$ cat src/rtl/rx_correlator.sv
`timescale 1ns/1ps
`default_nettype none
// ============================================================================
// Module      : rx_correlator
// Description : Correlates each streamed RX sample window against a +/-1
//               spreading code; one signed result per window.
//               Optional peak tracker enabled by macro RX_CORR_PEAK_EN.
// Revision    : 1.0 - initial release
// ============================================================================

module rx_correlator #(
  parameter int MEMORY_LENGTH = 510,
  parameter int RD_LATENCY    = 2,
  parameter int ACC_W         = 26
) (
  input  logic                    crx_clk,
  input  logic                    rrx_rst_n,
  input  logic                    erx_en,
  input  logic                    new_sample_trig,
  input  logic                    wr_en_RAM,
  input  logic signed [15:0]      data_out_RAM,
  output logic        [8:0]       coeff_addr,
  input  logic                    coeff_bit,
  output logic signed [ACC_W-1:0] corr_out,
  output logic                    corr_valid,
  output logic                    busy,
  output logic                    overrun
`ifdef RX_CORR_PEAK_EN
  ,
  input  logic                    peak_clr,
  output logic        [ACC_W-1:0] peak_val,
  output logic        [15:0]      peak_idx
`endif
);

  localparam int c_CNT_W = (RD_LATENCY > 1) ? $clog2(RD_LATENCY) : 1;
  localparam logic [c_CNT_W-1:0] c_WAIT_INIT = c_CNT_W'(RD_LATENCY - 1);
  localparam logic [8:0]         c_LAST      = 9'(MEMORY_LENGTH - 1);

  typedef enum logic [1:0] {
    S_IDLE = 2'd0,
    S_WAIT = 2'd1,
    S_ACC  = 2'd2
  } state_t;

  // With a single-cycle read latency the first sample arrives right after the trigger.
  localparam state_t c_START_STATE = (RD_LATENCY == 1) ? S_ACC : S_WAIT;

  state_t                    r_state;
  state_t                    w_next;
  logic                      w_start;
  logic                      w_abort;
  logic                      w_done;
  logic                      w_step;

  logic [c_CNT_W-1:0]        r_wait_cnt;
  logic [8:0]                r_coeff_addr;
  logic signed [ACC_W-1:0]   r_acc;
  logic signed [ACC_W-1:0]   r_corr_out;
  logic                      r_corr_valid;
  logic                      r_overrun;

  logic signed [ACC_W-1:0]   w_sample_ext;
  logic signed [ACC_W-1:0]   w_term;
  logic signed [ACC_W-1:0]   w_sum;

  // Negation happens at full accumulator width, so -(-32768) is representable.
  assign w_sample_ext = data_out_RAM;
  assign w_term       = coeff_bit ? w_sample_ext : -w_sample_ext;
  assign w_sum        = r_acc + w_term;

  always_comb begin
    w_next  = r_state;
    w_start = 1'b0;
    w_abort = 1'b0;
    w_done  = 1'b0;
    if (!erx_en) begin
      w_next = S_IDLE;
    end else begin
      case (r_state)
        S_IDLE: begin
          if (new_sample_trig) begin
            w_start = 1'b1;
            w_next  = c_START_STATE;
          end
        end
        S_WAIT: begin
          if (new_sample_trig) begin
            w_start = 1'b1;
            w_abort = 1'b1;
            w_next  = c_START_STATE;
          end else if (wr_en_RAM) begin
            w_abort = 1'b1;
            w_next  = S_IDLE;
          end else if (r_wait_cnt == c_CNT_W'(1)) begin
            w_next = S_ACC;
          end
        end
        S_ACC: begin
          // The last sample is already consumed, so a trigger here chains windows.
          if (r_coeff_addr == c_LAST) begin
            w_done = 1'b1;
            if (new_sample_trig) begin
              w_start = 1'b1;
              w_next  = c_START_STATE;
            end else begin
              w_next = S_IDLE;
            end
          end else if (new_sample_trig) begin
            w_start = 1'b1;
            w_abort = 1'b1;
            w_next  = c_START_STATE;
          end else if (wr_en_RAM) begin
            w_abort = 1'b1;
            w_next  = S_IDLE;
          end
        end
        default: w_next = S_IDLE;
      endcase
    end
    w_step = (r_state == S_ACC) && (w_next == S_ACC) && !w_start;
  end

  always_ff @(posedge crx_clk or negedge rrx_rst_n) begin
    if (!rrx_rst_n) begin
      r_state <= S_IDLE;
    end else begin
      r_state <= w_next;
    end
  end

  always_ff @(posedge crx_clk or negedge rrx_rst_n) begin
    if (!rrx_rst_n) begin
      r_wait_cnt   <= '0;
      r_coeff_addr <= '0;
      r_acc        <= '0;
      r_corr_out   <= '0;
      r_corr_valid <= 1'b0;
      r_overrun    <= 1'b0;
    end else begin
      r_corr_valid <= w_done;
      r_overrun    <= w_abort;
      if (w_done) begin
        r_corr_out <= w_sum;
      end
      if (w_start) begin
        r_acc        <= '0;
        r_coeff_addr <= '0;
        r_wait_cnt   <= c_WAIT_INIT;
      end else if (w_step) begin
        r_acc        <= w_sum;
        r_coeff_addr <= r_coeff_addr + 9'd1;
      end else begin
        r_coeff_addr <= '0;
        if (r_state == S_WAIT) begin
          r_wait_cnt <= r_wait_cnt - c_CNT_W'(1);
        end
      end
    end
  end

  assign coeff_addr = r_coeff_addr;
  assign corr_out   = r_corr_out;
  assign corr_valid = r_corr_valid;
  assign overrun    = r_overrun;
  assign busy       = (r_state != S_IDLE);

`ifdef RX_CORR_PEAK_EN
  logic [15:0]      r_win_cnt;
  logic [ACC_W-1:0] r_peak_val;
  logic [15:0]      r_peak_idx;
  logic [ACC_W-1:0] w_abs;
  logic [ACC_W-1:0] w_base_val;
  logic [15:0]      w_base_cnt;

  // A clear coinciding with a result is applied before that result is judged.
  assign w_abs      = r_corr_out[ACC_W-1] ? -r_corr_out : r_corr_out;
  assign w_base_val = peak_clr ? '0 : r_peak_val;
  assign w_base_cnt = peak_clr ? '0 : r_win_cnt;

  always_ff @(posedge crx_clk or negedge rrx_rst_n) begin
    if (!rrx_rst_n) begin
      r_win_cnt  <= '0;
      r_peak_val <= '0;
      r_peak_idx <= '0;
    end else begin
      r_win_cnt <= r_corr_valid ? w_base_cnt + 16'd1 : w_base_cnt;
      if (r_corr_valid && (w_abs > w_base_val)) begin
        r_peak_val <= w_abs;
        r_peak_idx <= w_base_cnt;
      end else if (peak_clr) begin
        r_peak_val <= '0;
        r_peak_idx <= '0;
      end
    end
  end

  assign peak_val = r_peak_val;
  assign peak_idx = r_peak_idx;
`endif

endmodule

`default_nettype wire
$ cat config.mk
export PLATFORM = sky130hd
export DESIGN_NAME = rx_correlator
export DESIGN_NICKNAME = d
export VERILOG_FILES = /design/src/rtl/rx_correlator.sv
export SDC_FILE = /design/constraint.sdc
export NUM_CORES = 1
export LEC_CHECK = 0
export BUFFER_PORTS_ARGS = -buffer_cell sky130_fd_sc_hd__buf_2
export CAP_MARGIN = 20
export CORE_ASPECT_RATIO = 1.2
export CORE_MARGIN = 3
export CORE_UTILIZATION = 60
export DETAILED_ROUTE_END_ITERATION = 16
export GPL_TIMING_DRIVEN = 0
export MAX_ROUTING_LAYER = met4
export PLACE_DENSITY_LB_ADDON = 0.25
export SYNTH_ARGS = -nofsm -noshare
export SYNTH_HDL_FRONTEND = slang
export SYNTH_SLANG_ARGS = --single-unit
$ cat constraint.sdc
create_clock -name crx_clk -period 5.65 [get_ports crx_clk]
set_input_delay 0.2825 -clock crx_clk [delete_from_list [all_inputs] [get_ports crx_clk]]
set_output_delay 0.2825 -clock crx_clk [all_outputs]
set_load 0.01 [all_outputs]
## Word-level counts from Yosys, hierarchy flattened

Cells that the tools add are included.

- $add $sub $neg: 4
- Mux-type cells: 29
- Reductions and logical operators: 9
- Equal/unequal tests: 5

Operators by type and width:

| cell | count |
|---|---|
| 2-to-1 mux 26 bit | 3 |
| adder 26 bit | 1 |
| negator 16 -> 26 bit | 1 |
| 2-to-1 mux 9 bit | 2 |
| 2-to-1 mux 2 bit | 8 |
| 2-to-1 mux 1 bit | 14 |
| adder 9 x 1 -> 9 bit (second input constant) | 1 |
| == test 9 bit (second input constant) | 1 |
| one-hot mux 2 bit (3 select lines) | 1 |
| nonzero test 2 bit | 3 |
| == test 2 bit (second input constant) | 2 |
| OR reduction 3 bit | 1 |
| == test 2 x 1 -> 1 bit (second input constant) | 1 |
| logical AND 1 bit | 2 |
| logical NOT 2 bit | 1 |
| inequality test 2 bit (second input constant) | 1 |
| one-hot mux 1 bit (2 select lines) | 1 |
| AND reduction 2 bit | 1 |
| logical NOT 1 bit | 1 |
| subtractor 1 bit (second input constant) | 1 |

- Input port bits: 22
- Flip-flop bits (word level): 66

## Longest topological paths before layout

Gate-level depths: netlist of run 1.

- Word-level depth: 10
- Gate-level depth with buffers: 16
- Mapped depth without buffers: 15

## Worst setup path after synthesis of run 1

OpenSTA, ideal clock, no wires.

- Path type: input port to flip-flop
- From: input port data_out_RAM[3]
- To: register r_corr_out[22], in the netlist corr_out[22]
- Path slack: 2,075 ps
- Required time: 5,515 ps
- Library setup time: 135 ps
- Stages: 12
- Buffers on the path: 0
- Arrival: 3,440 ps
- Path through: or4_4 -> or4b_4 -> o31ai_4 -> nand2_1 -> ha_1 -> a21oi_1 -> o21ai_0 -> a211o_1 -> a211o_1 -> o22ai_1 -> xor2_1 -> o21ai_0

- Word-level cells in the longest chain between the ends: 3

RTL lines:

| element | line | text |
|---|---|---|
| start: declaration | 21 | `input logic signed [15:0] data_out_RAM,` |
| negator 16 -> 26 bit | 69 | `assign w_term = coeff_bit ? w_sample_ext : -w_sample_ext;` |
| 2-to-1 mux 26 bit (*) | 69 |  |
| adder 26 bit (*) | 70 | `assign w_sum = r_acc + w_term;` |
| end signal: assignment | 144 | `r_corr_out <= w_sum;` |
| end: declaration | 59 | `logic signed [ACC_W-1:0] r_corr_out;` |

Every way passes the cells marked *; elsewhere a longest branch is shown, timed or not.
A chain may end at the register's enable or synchronous reset.

## Worst setup path in the final report of run 1

- From: input port data_out_RAM[8]
- To: register r_acc[22]

- Word-level cells in the longest chain between the ends: 5

RTL lines:

| element | line | text |
|---|---|---|
| negator 16 -> 26 bit | 69 |  |
| 2-to-1 mux 26 bit (*) | 69 |  |
| adder 26 bit (*) | 70 |  |
| 2-to-1 mux 26 bit (*) | 150 | `end else if (w_step) begin` |
| 2-to-1 mux 26 bit (*) | 146 | `if (w_start) begin` |
| end signal: assignment | 151 | `r_acc <= w_sum;` |
| end: declaration | 58 | `logic signed [ACC_W-1:0] r_acc;` |

Every way passes the cells marked *; elsewhere a longest branch is shown, timed or not. The select of a mux whose other input is x is not followed.

==> run summary, run 1 <==
Timing analysis after detailed placement gives a worst setup slack of 1.43 ns. Once the clock tree was built, the resizer swapped 0 gates to a different size. The global-route wire length before repair came out at 19,700 um. For this run, the detailed router's first-pass iteration total came to 5. The area added between synthesis and finish is 13.2%, and the placed cell area is 0.00482 sq mm.

The checks that failed: hold timing. The floorplan die area came out at 0.00844 sq mm. The data required time at the worst endpoint is 5.86 ns, and the maximum buffer depth of the clock tree is 2. The post-CTS repair timing setup buffer count is 0, and the maximum level of the CTS H-tree is 3.

The tools report the final-report max-slew violation count as 0. TritonCTS built the clock tree. After clock tree synthesis, the clock-pin slew on the worst setup and hold paths is 0.08 ns. Counting flops with a built-in enable in the synthesized netlist gives 0.

The achievable clock frequency was 254 MHz. The number of placed instances, taps included, is 656. For the pin with the worst max-slew slack, the measured transition is 0.848 ns. For the antenna cell count, the log shows 0.

In this run the power density over the cells is 205 mW/mm^2. The flow ran to the end, but the final reports show violations. For this block, the via count after detailed routing is 4,130. Yosys printed 0 warnings.

The setup clock skew after layout came out at 0.0117 ns. The congestion estimate from routability-driven global placement came to 0.974. Of all nets on the critical path, the largest fanout is 5.

At the later pin of the worst-skew pair, clock insertion delay measures 0.35 ns. The number of library cell types mapped by synthesis was 54; the site row count was 33. Setup violations remaining at the end of the flow were counted as 0. The global route total overflow is 0, and the number of antenna violations at the first check in global routing is 0. Gate count after technology mapping: 511. Synthesis inferred 66 register bits. The post-synth net total is 567. Data arrives at the worst endpoint at 4.15 ns. The die span in x was 84.4 um.

The clock drives 66 sinks. Of the synthesized area, sequential elements account for 37.3%. The core region is 0.00698 sq mm. The worst pin sits at a relative slew slack of 43.5%.

IR analysis of the VDD net gives a maximum drop of 0.211 mV. After detailed routing, the average wire length per cell comes to 16.9 um. The run gives 0 as the max capacitance violation total. The number of standard cells in the layout, taps in and fillers out was 672; the vias per cell was 6.15. The final antenna-violating net count is 0. Entering global routing, the biggest net connects 67 pins.

For this configuration, the core starts out at a cell density of 63.4%. In the routed design, unresolved DRC markers number 0. Setup repair after global routing left no endpoint under its margin. Measured on the finished design, the core utilization comes to 71.7%. The cell at the root of the clock tree is sky130_fd_sc_hd__clkbuf_8.

Via count of the first global-routing pass: 4,234. The hold violation total from the final report was 4. After the first detailed-routing iteration, the DRC count stood at 205.

The most used flip-flop cell after synthesis is sky130_fd_sc_hd__dfrtp_1. The sort of element at the end of the critical path is a flop. The run gives 9 as the clock buffer count from CTS. The worst path needs 3.94 ns of the cycle, external delays included. The quantity of I/O buffers inserted on ports works out to 58. The total wire length after detailed routing was 11,400 um; the share of the clock period used by the worst path was 69.8%. Across every metal layer, demand over resource in global routing totals 29.5%. Counting flops with an async set or reset pin after synthesis yields a share of 100%.

The overall die height came out at 100 um. In this run the count of I/O pins placed on the die edge is 60. The average instance in the mapped netlist occupies 8.66 sq um. The tightest min-delay check is of the in -> async type.

The final worst-path setup slack was 1.71 ns. The worst-case reg-to-reg path depth is 9, and the sum of net half-perimeters after detailed placement is 8480 um. The critical path is of the in -> reg type. In this run the critical register-to-register path is captured at r_acc[24].

The final hold slack is -0.00755 ns, and the aggregate negative setup slack is 0 ns. After clock tree synthesis, the flow added hold-fix buffers numbering 0. Across all register-to-register paths, the minimum setup slack is 2.72 ns. Summed over all cells, the static leakage comes to 0.00252 uW. The tools report the total standard cell area after synthesis as 0.00442 sq mm.

The number of nets in the layout was 636. The startpoint identified for the worst register-to-register timing path is r_acc[0]. The run gives 0.00501 sq mm as the total non-filler cell area in the finished layout. Of the cells placed in the final design, the portion with a size suffix greater than 1 is 14.2%. STA classifies the critical path startpoint as an input pin.
## registers in the layout (all words and copies together), names as in the netlist
name and count:
r_wait_cnt 1, corr_valid 1, coeff_addr 9, r_state 2, r_acc 26, corr_out 26, overrun 1
## cells by family after synthesis
kind of cell    Yosys count  share of synthesized area, %
buf+inv                  34                          2.91
xor+xnor                 43                          8.52
flops                    66                          37.3
mux                       5                          1.22
compound gates          146                          20.0
fa+ha+maj                34                          9.79
simple gates            183                          20.2
## cell type report
type	instances	area, sq um
well taps	87	109
flip-flops and latches	66	1650
fillers	575	1970
plain buffers	20	76.3
inverters	14	52.6
clock inverters	4	26.3
clock buffers	12	155
multi-input cells	411	2640
repair buffers	58	293
## critical path: stages
cell	delay, ns
sky130_fd_sc_hd__buf_2	0.13
sky130_fd_sc_hd__or4_1	0.53
sky130_fd_sc_hd__or3_1	0.41
sky130_fd_sc_hd__nand2b_1	0.19
sky130_fd_sc_hd__o21ai_0	0.66
sky130_fd_sc_hd__nand2_1	0.14
sky130_fd_sc_hd__ha_1	0.24
sky130_fd_sc_hd__a21oi_1	0.32
sky130_fd_sc_hd__o21ai_0	0.16
sky130_fd_sc_hd__a211o_1	0.32
sky130_fd_sc_hd__a211o_1	0.29
sky130_fd_sc_hd__o22ai_1	0.17
sky130_fd_sc_hd__xor2_1	0.22
sky130_fd_sc_hd__o21ai_0	0.11
## per-stage QoR
step           power [uW]  hold WS [ns]
2_1_floorplan         607       -0.0131
3_3_place_gp          652         0.460
3_5_place_dp          658         0.441
4_1_cts              1030        0.0631
5_1_grt              1070        0.0949
6_report             1030      -0.00755
## where the power goes
group / internal, uW / switching (uW) / leakage (uW) / total, uW
clock network: 183 / 191 / 0.0000924 / 374
registers: 479 / 5.39 / 0.000916 / 484
logic: 61.6 / 106 / 0.00151 / 168
total: 723 / 303 / 0.00252 / 1030
## synth_stat cells, types with 13 or more instances
master | instances | area, sq um
sky130_fd_sc_hd__dfrtp_1 | 66 | 1650
sky130_fd_sc_hd__o21ai_0 | 65 | 325
sky130_fd_sc_hd__nand2_1 | 54 | 203
sky130_fd_sc_hd__nor2_1 | 40 | 150
sky130_fd_sc_hd__ha_1 | 33 | 413
sky130_fd_sc_hd__nand3_1 | 33 | 165
sky130_fd_sc_hd__a21oi_1 | 28 | 140
sky130_fd_sc_hd__xor2_1 | 28 | 245
sky130_fd_sc_hd__clkbuf_1 | 15 | 56.3
sky130_fd_sc_hd__xnor2_1 | 15 | 131
sky130_fd_sc_hd__inv_1 | 14 | 52.6
sky130_fd_sc_hd__a21o_1 | 13 | 97.6
## layer usage
layer	global-route usage, %	vias up	part of all wire (%)
met5	-	-	0
met4	12.7	0	2.7
met3	5.75	28	5.4
met2	50.4	160	51
met1	33.9	1965	41
li1	-	1977	-
## cell usage in the layout, fill, tap and decap left out, types with 5 or more instances in the layout
master / count
sky130_fd_sc_hd__dfrtp_1: 66
sky130_fd_sc_hd__o21ai_0: 65
sky130_fd_sc_hd__buf_2: 58
sky130_fd_sc_hd__nand2_1: 54
sky130_fd_sc_hd__nor2_1: 40
sky130_fd_sc_hd__nand3_1: 33
sky130_fd_sc_hd__ha_1: 33
sky130_fd_sc_hd__xor2_1: 28
sky130_fd_sc_hd__a21oi_1: 28
sky130_fd_sc_hd__clkbuf_1: 16
sky130_fd_sc_hd__xnor2_1: 15
sky130_fd_sc_hd__inv_1: 14
sky130_fd_sc_hd__a21o_1: 13
sky130_fd_sc_hd__nor3_1: 11
sky130_fd_sc_hd__clkbuf_8: 11
sky130_fd_sc_hd__nand4_1: 8
sky130_fd_sc_hd__nand2b_1: 7
sky130_fd_sc_hd__a31oi_1: 6
sky130_fd_sc_hd__a211oi_1: 6
sky130_fd_sc_hd__and2_1: 5
## worst max path at each step
stage,slack (ns),from,to,cells past startpoint
after floorplan,2.07,data_out_RAM[3],corr_out[22],12
after global placement,1.45,data_out_RAM[8],corr_out[22],14
after detailed placement,1.43,data_out_RAM[8],r_acc[22],14
after CTS,1.74,data_out_RAM[8],r_acc[22],14
after global routing,1.33,data_out_RAM[8],r_acc[22],14
final,1.71,data_out_RAM[8],r_acc[22],14
No activity file was read; power rests on OpenSTA's default activity.
==> run 2, diff against run 1 <==
--- a/config.mk
+++ b/config.mk
@@ -9,7 +9,7 @@
 export CAP_MARGIN = 20
 export CORE_ASPECT_RATIO = 1.2
 export CORE_MARGIN = 3
-export CORE_UTILIZATION = 60
+export CORE_UTILIZATION = 53
 export DETAILED_ROUTE_END_ITERATION = 16
 export GPL_TIMING_DRIVEN = 0
 export MAX_ROUTING_LAYER = met4
==> constraint.sdc (replaced) <==
create_clock -name crx_clk -period 3.5 [get_ports crx_clk]
set_input_delay 0.175 -clock crx_clk [delete_from_list [all_inputs] [get_ports crx_clk]]
set_output_delay 0.175 -clock crx_clk [all_outputs]
set_load 0.01 [all_outputs]
==> run 2 against run 1 <==
The run now ends clean; final cell count rose by 0.89%; clock skew fell by 0.0014 ns; register-to-register slack got worse by 2.2 ns; clock-buffer cell count did not move; die area rose by 12%; worst setup slack got worse by 1.5 ns; total power rose by 79%; non-clock buffer count rose by 1; sequential share of layout area fell by 0.92 points.
==> run summary, run 2 (same netlist as run 1, synthesis figures left out) <==
Critical register-to-register path endpoint: corr_out[24]. The share of post-route cells with drive strength above 1 was 15.9%. CTS built an H-tree with a depth of 3. The first global-routing pass estimated 19,100 um of wire. Static timing analysis puts the maximum clock frequency at 302 MHz. The number of placed instances, taps included, is 661.

The largest fanout of any net on the critical path was 5; the time the final worst path needs with I/O delays and setup was 3.31 ns. Counting instances, the worst hold path has a depth of 3. Leaving out fill and tap cells, the most frequent cell in the layout is sky130_fd_sc_hd__dfrtp_1. Worst slew margin relative to its limit: 43.1%. The clock net sink count was 66; the quantity of I/O buffers inserted on ports was 58. The total area inside the core boundary comes to 0.00788 sq mm. The setup clock skew after layout is 0.0103 ns, and the vias per cell is 6.01. The power density over the cells is 357 mW/mm^2. TritonCTS built the clock tree. The number of endpoints failing setup at the final stage is 0, and the clock buffer count from CTS is 9. The via count of the first global-routing pass was 3,993; the global-route usage over all layers was 26.4%.

The worst setup path is captured at a flop. In this run the register-to-register setup slack is 0.50 ns. The pre-CTS setup slack was -0.620 ns.

The tools report the clock share of power as 42.3%. The final worst-path setup slack is 0.188 ns, and the number of antenna violations at the first check in global routing is 0. The most critical setup path has its startpoint at data_out_RAM[8]. Data arrives at the worst endpoint at 3.53 ns. The die is 89.4 um wide. Overall power consumption after layout is estimated at 1840 uW. In the layout the commonest cells are sky130_fd_sc_hd__dfrtp_1 (66), sky130_fd_sc_hd__o21ai_0 (64), sky130_fd_sc_hd__buf_2 (58), sky130_fd_sc_hd__nand2_1 (54), sky130_fd_sc_hd__nor2_1 (40). The detailed router finished its first iteration with 250 violations. The transition time at the pin with the least slew margin was 0.853 ns.

The worst path buffer plus inverter count was 1. The initialized floorplan defines 35 standard-cell rows. The share of total power dissipated in combinational logic is 15.2%. In this run the power spent charging and discharging nets is 503 uW.

The tightest min-delay check is of the in -> reg type. Once detailed placement completed, the half-perimeter wirelength came to 8480 um. The max capacitance violation total is 0. Registers are responsible for 42.5% of the overall power. Across the VDD grid, the largest voltage drop is 0.226 mV.

The cell class contributing the biggest share of worst-path delay was simple AND/OR/NAND/NOR gates. The logs give 11,800 um for the total wire length after detailed routing and 60 for the number of top-level pins. The worst-case hold path end point was r_state[0].

The final route contains 4,078 vias. In this design, the critical path's most frequently occurring cell is sky130_fd_sc_hd__o21ai_0. The effective utilization at floorplan was 56.1%. The global route total overflow is 0, and the hold violation total from the final report is 0. The tools report the startpoint of the worst register-to-register path as r_acc[0]. For the maximum buffer depth of the clock tree, the log shows 2. The die covers 0.00948 sq mm. The critical path goes through buf_2 > or4_1 > or3_4 > nand2b_1 > o21ai_4 > nand2_1 > ha_1 > a211oi_1 > o21ai_0 > a21oi_1 > nor2_1 > nor4_2 > xnor2_1 > o21ai_0.

Entering global routing, the biggest net connects 67 pins. The number of fill cells in the layout is 690. Setup repair after global routing left no endpoint under its margin. The antenna cell count was 0; the insertion delay of the later-clocked pin in the worst-skew pair was 0.36 ns. The slowest cell on the critical path was sky130_fd_sc_hd__or4_1. The critical path is of the in -> reg type.

The switching portion of total power works out to 27.4%. Once layout is complete, the utilization of the core stands at 65.3%. The startpoint class of the critical path is an input pin. Excluding fillers, the count of instances in the completed layout stands at 678.

The run gives 0 as the final-report max-slew violation count. The tools report the cell at the root of the clock tree as sky130_fd_sc_hd__clkbuf_8. The overall die height was 106 um. The worst min-delay path startpoint is erx_en. The internal portion of the total power is 1340 uW. The worst-case reg-to-reg path depth was 9; the final antenna-violating net count was 0. At the end of the flow, the number of nets in the layout was 637.

For the worst setup path, the data required time is 3.71 ns. The area growth from synthesis to layout is 16.4%. The average detailed-routed wire length per instance is 17.3 um, and the residual DRC count is 0.

For this design the static power due to leakage is 0.00256 uW. The placer's final routability congestion estimate was 0.915; the share of the clock period used by the worst path was 94.6%. The first detailed-routing pass took 5 iterations. After clock tree synthesis, the clock-pin slew on the worst setup and hold paths is 0.07 ns. The delay of the slowest cell on the worst path works out to 0.55 ns.

The run finished with clean final reports.
run 2: worst max path at each step:
stage	cells past startpoint	slack, ns	end
finish	14	0.19	corr_out[25]
CTS	14	0.11	corr_out[25]
detailed placement	14	-0.62	r_acc[22]
global placement	14	-0.61	corr_out[22]
global route	13	0.006	r_acc[22]
floorplan	12	0.03	corr_out[22]
run 2: layer usage:
metal  wire length, um  track usage [%]  vias to the layer above
li1                  -                -                     1971
met4               309             11.5                        0
met1              5120             32.5                     1973
met3               379             3.26                       27
met5                 0                -                        -
met2              5950             43.2                      107
run 2: final cells by class:
type | instances | area (sq um) | area share [%]
Clock inverter | 4 | 72.6 | 1.41
Multi-Input combinational cell | 411 | 2710 | 52.6
Buffer | 19 | 72.6 | 1.41
Timing Repair Buffer | 60 | 310 | 6.03
Clock buffer | 12 | 165 | 3.21
Sequential cell | 66 | 1650 | 32.1
Inverter | 14 | 52.6 | 1.02
Tap cell | 92 | 115 | 2.24
run 2: per-stage QoR:
step	area [sq um]	hold slack, ns	setup TNS [ns]
floorplan	4420	-0.121	0
global route	5150	0.157	0
detailed placement	4830	0.337	-6.79
finish	5150	0.124	0
CTS	5100	0.113	0
global placement	4830	0.458	-6.82
run 2: power by group through the flow:
stage	combinational (uW)	clock (uW)	sequential, uW
detailed placement	269	0	796
floorplan	185	0	794
CTS	274	784	781
global route	313	818	783
global placement	259	0	796
finish	280	777	781
run 2: tightest hold or removal path: cells and delay by family:
family                 cells  cell delay, ns
buffers and inverters      1            0.13
and+or+nand+nor            1            0.08
AOI/OAI and AO/OA          1            0.05
run 2: what timing repair did:
action / in CTS / in global routing
endpoints found under the hold margin: 66 / 0
pin swaps: 1 / 2
resized for setup: 4 / 9
endpoints found under the setup margin: 12 / 9
setup buffers: 1 / 0
hold buffers: 1 / 0
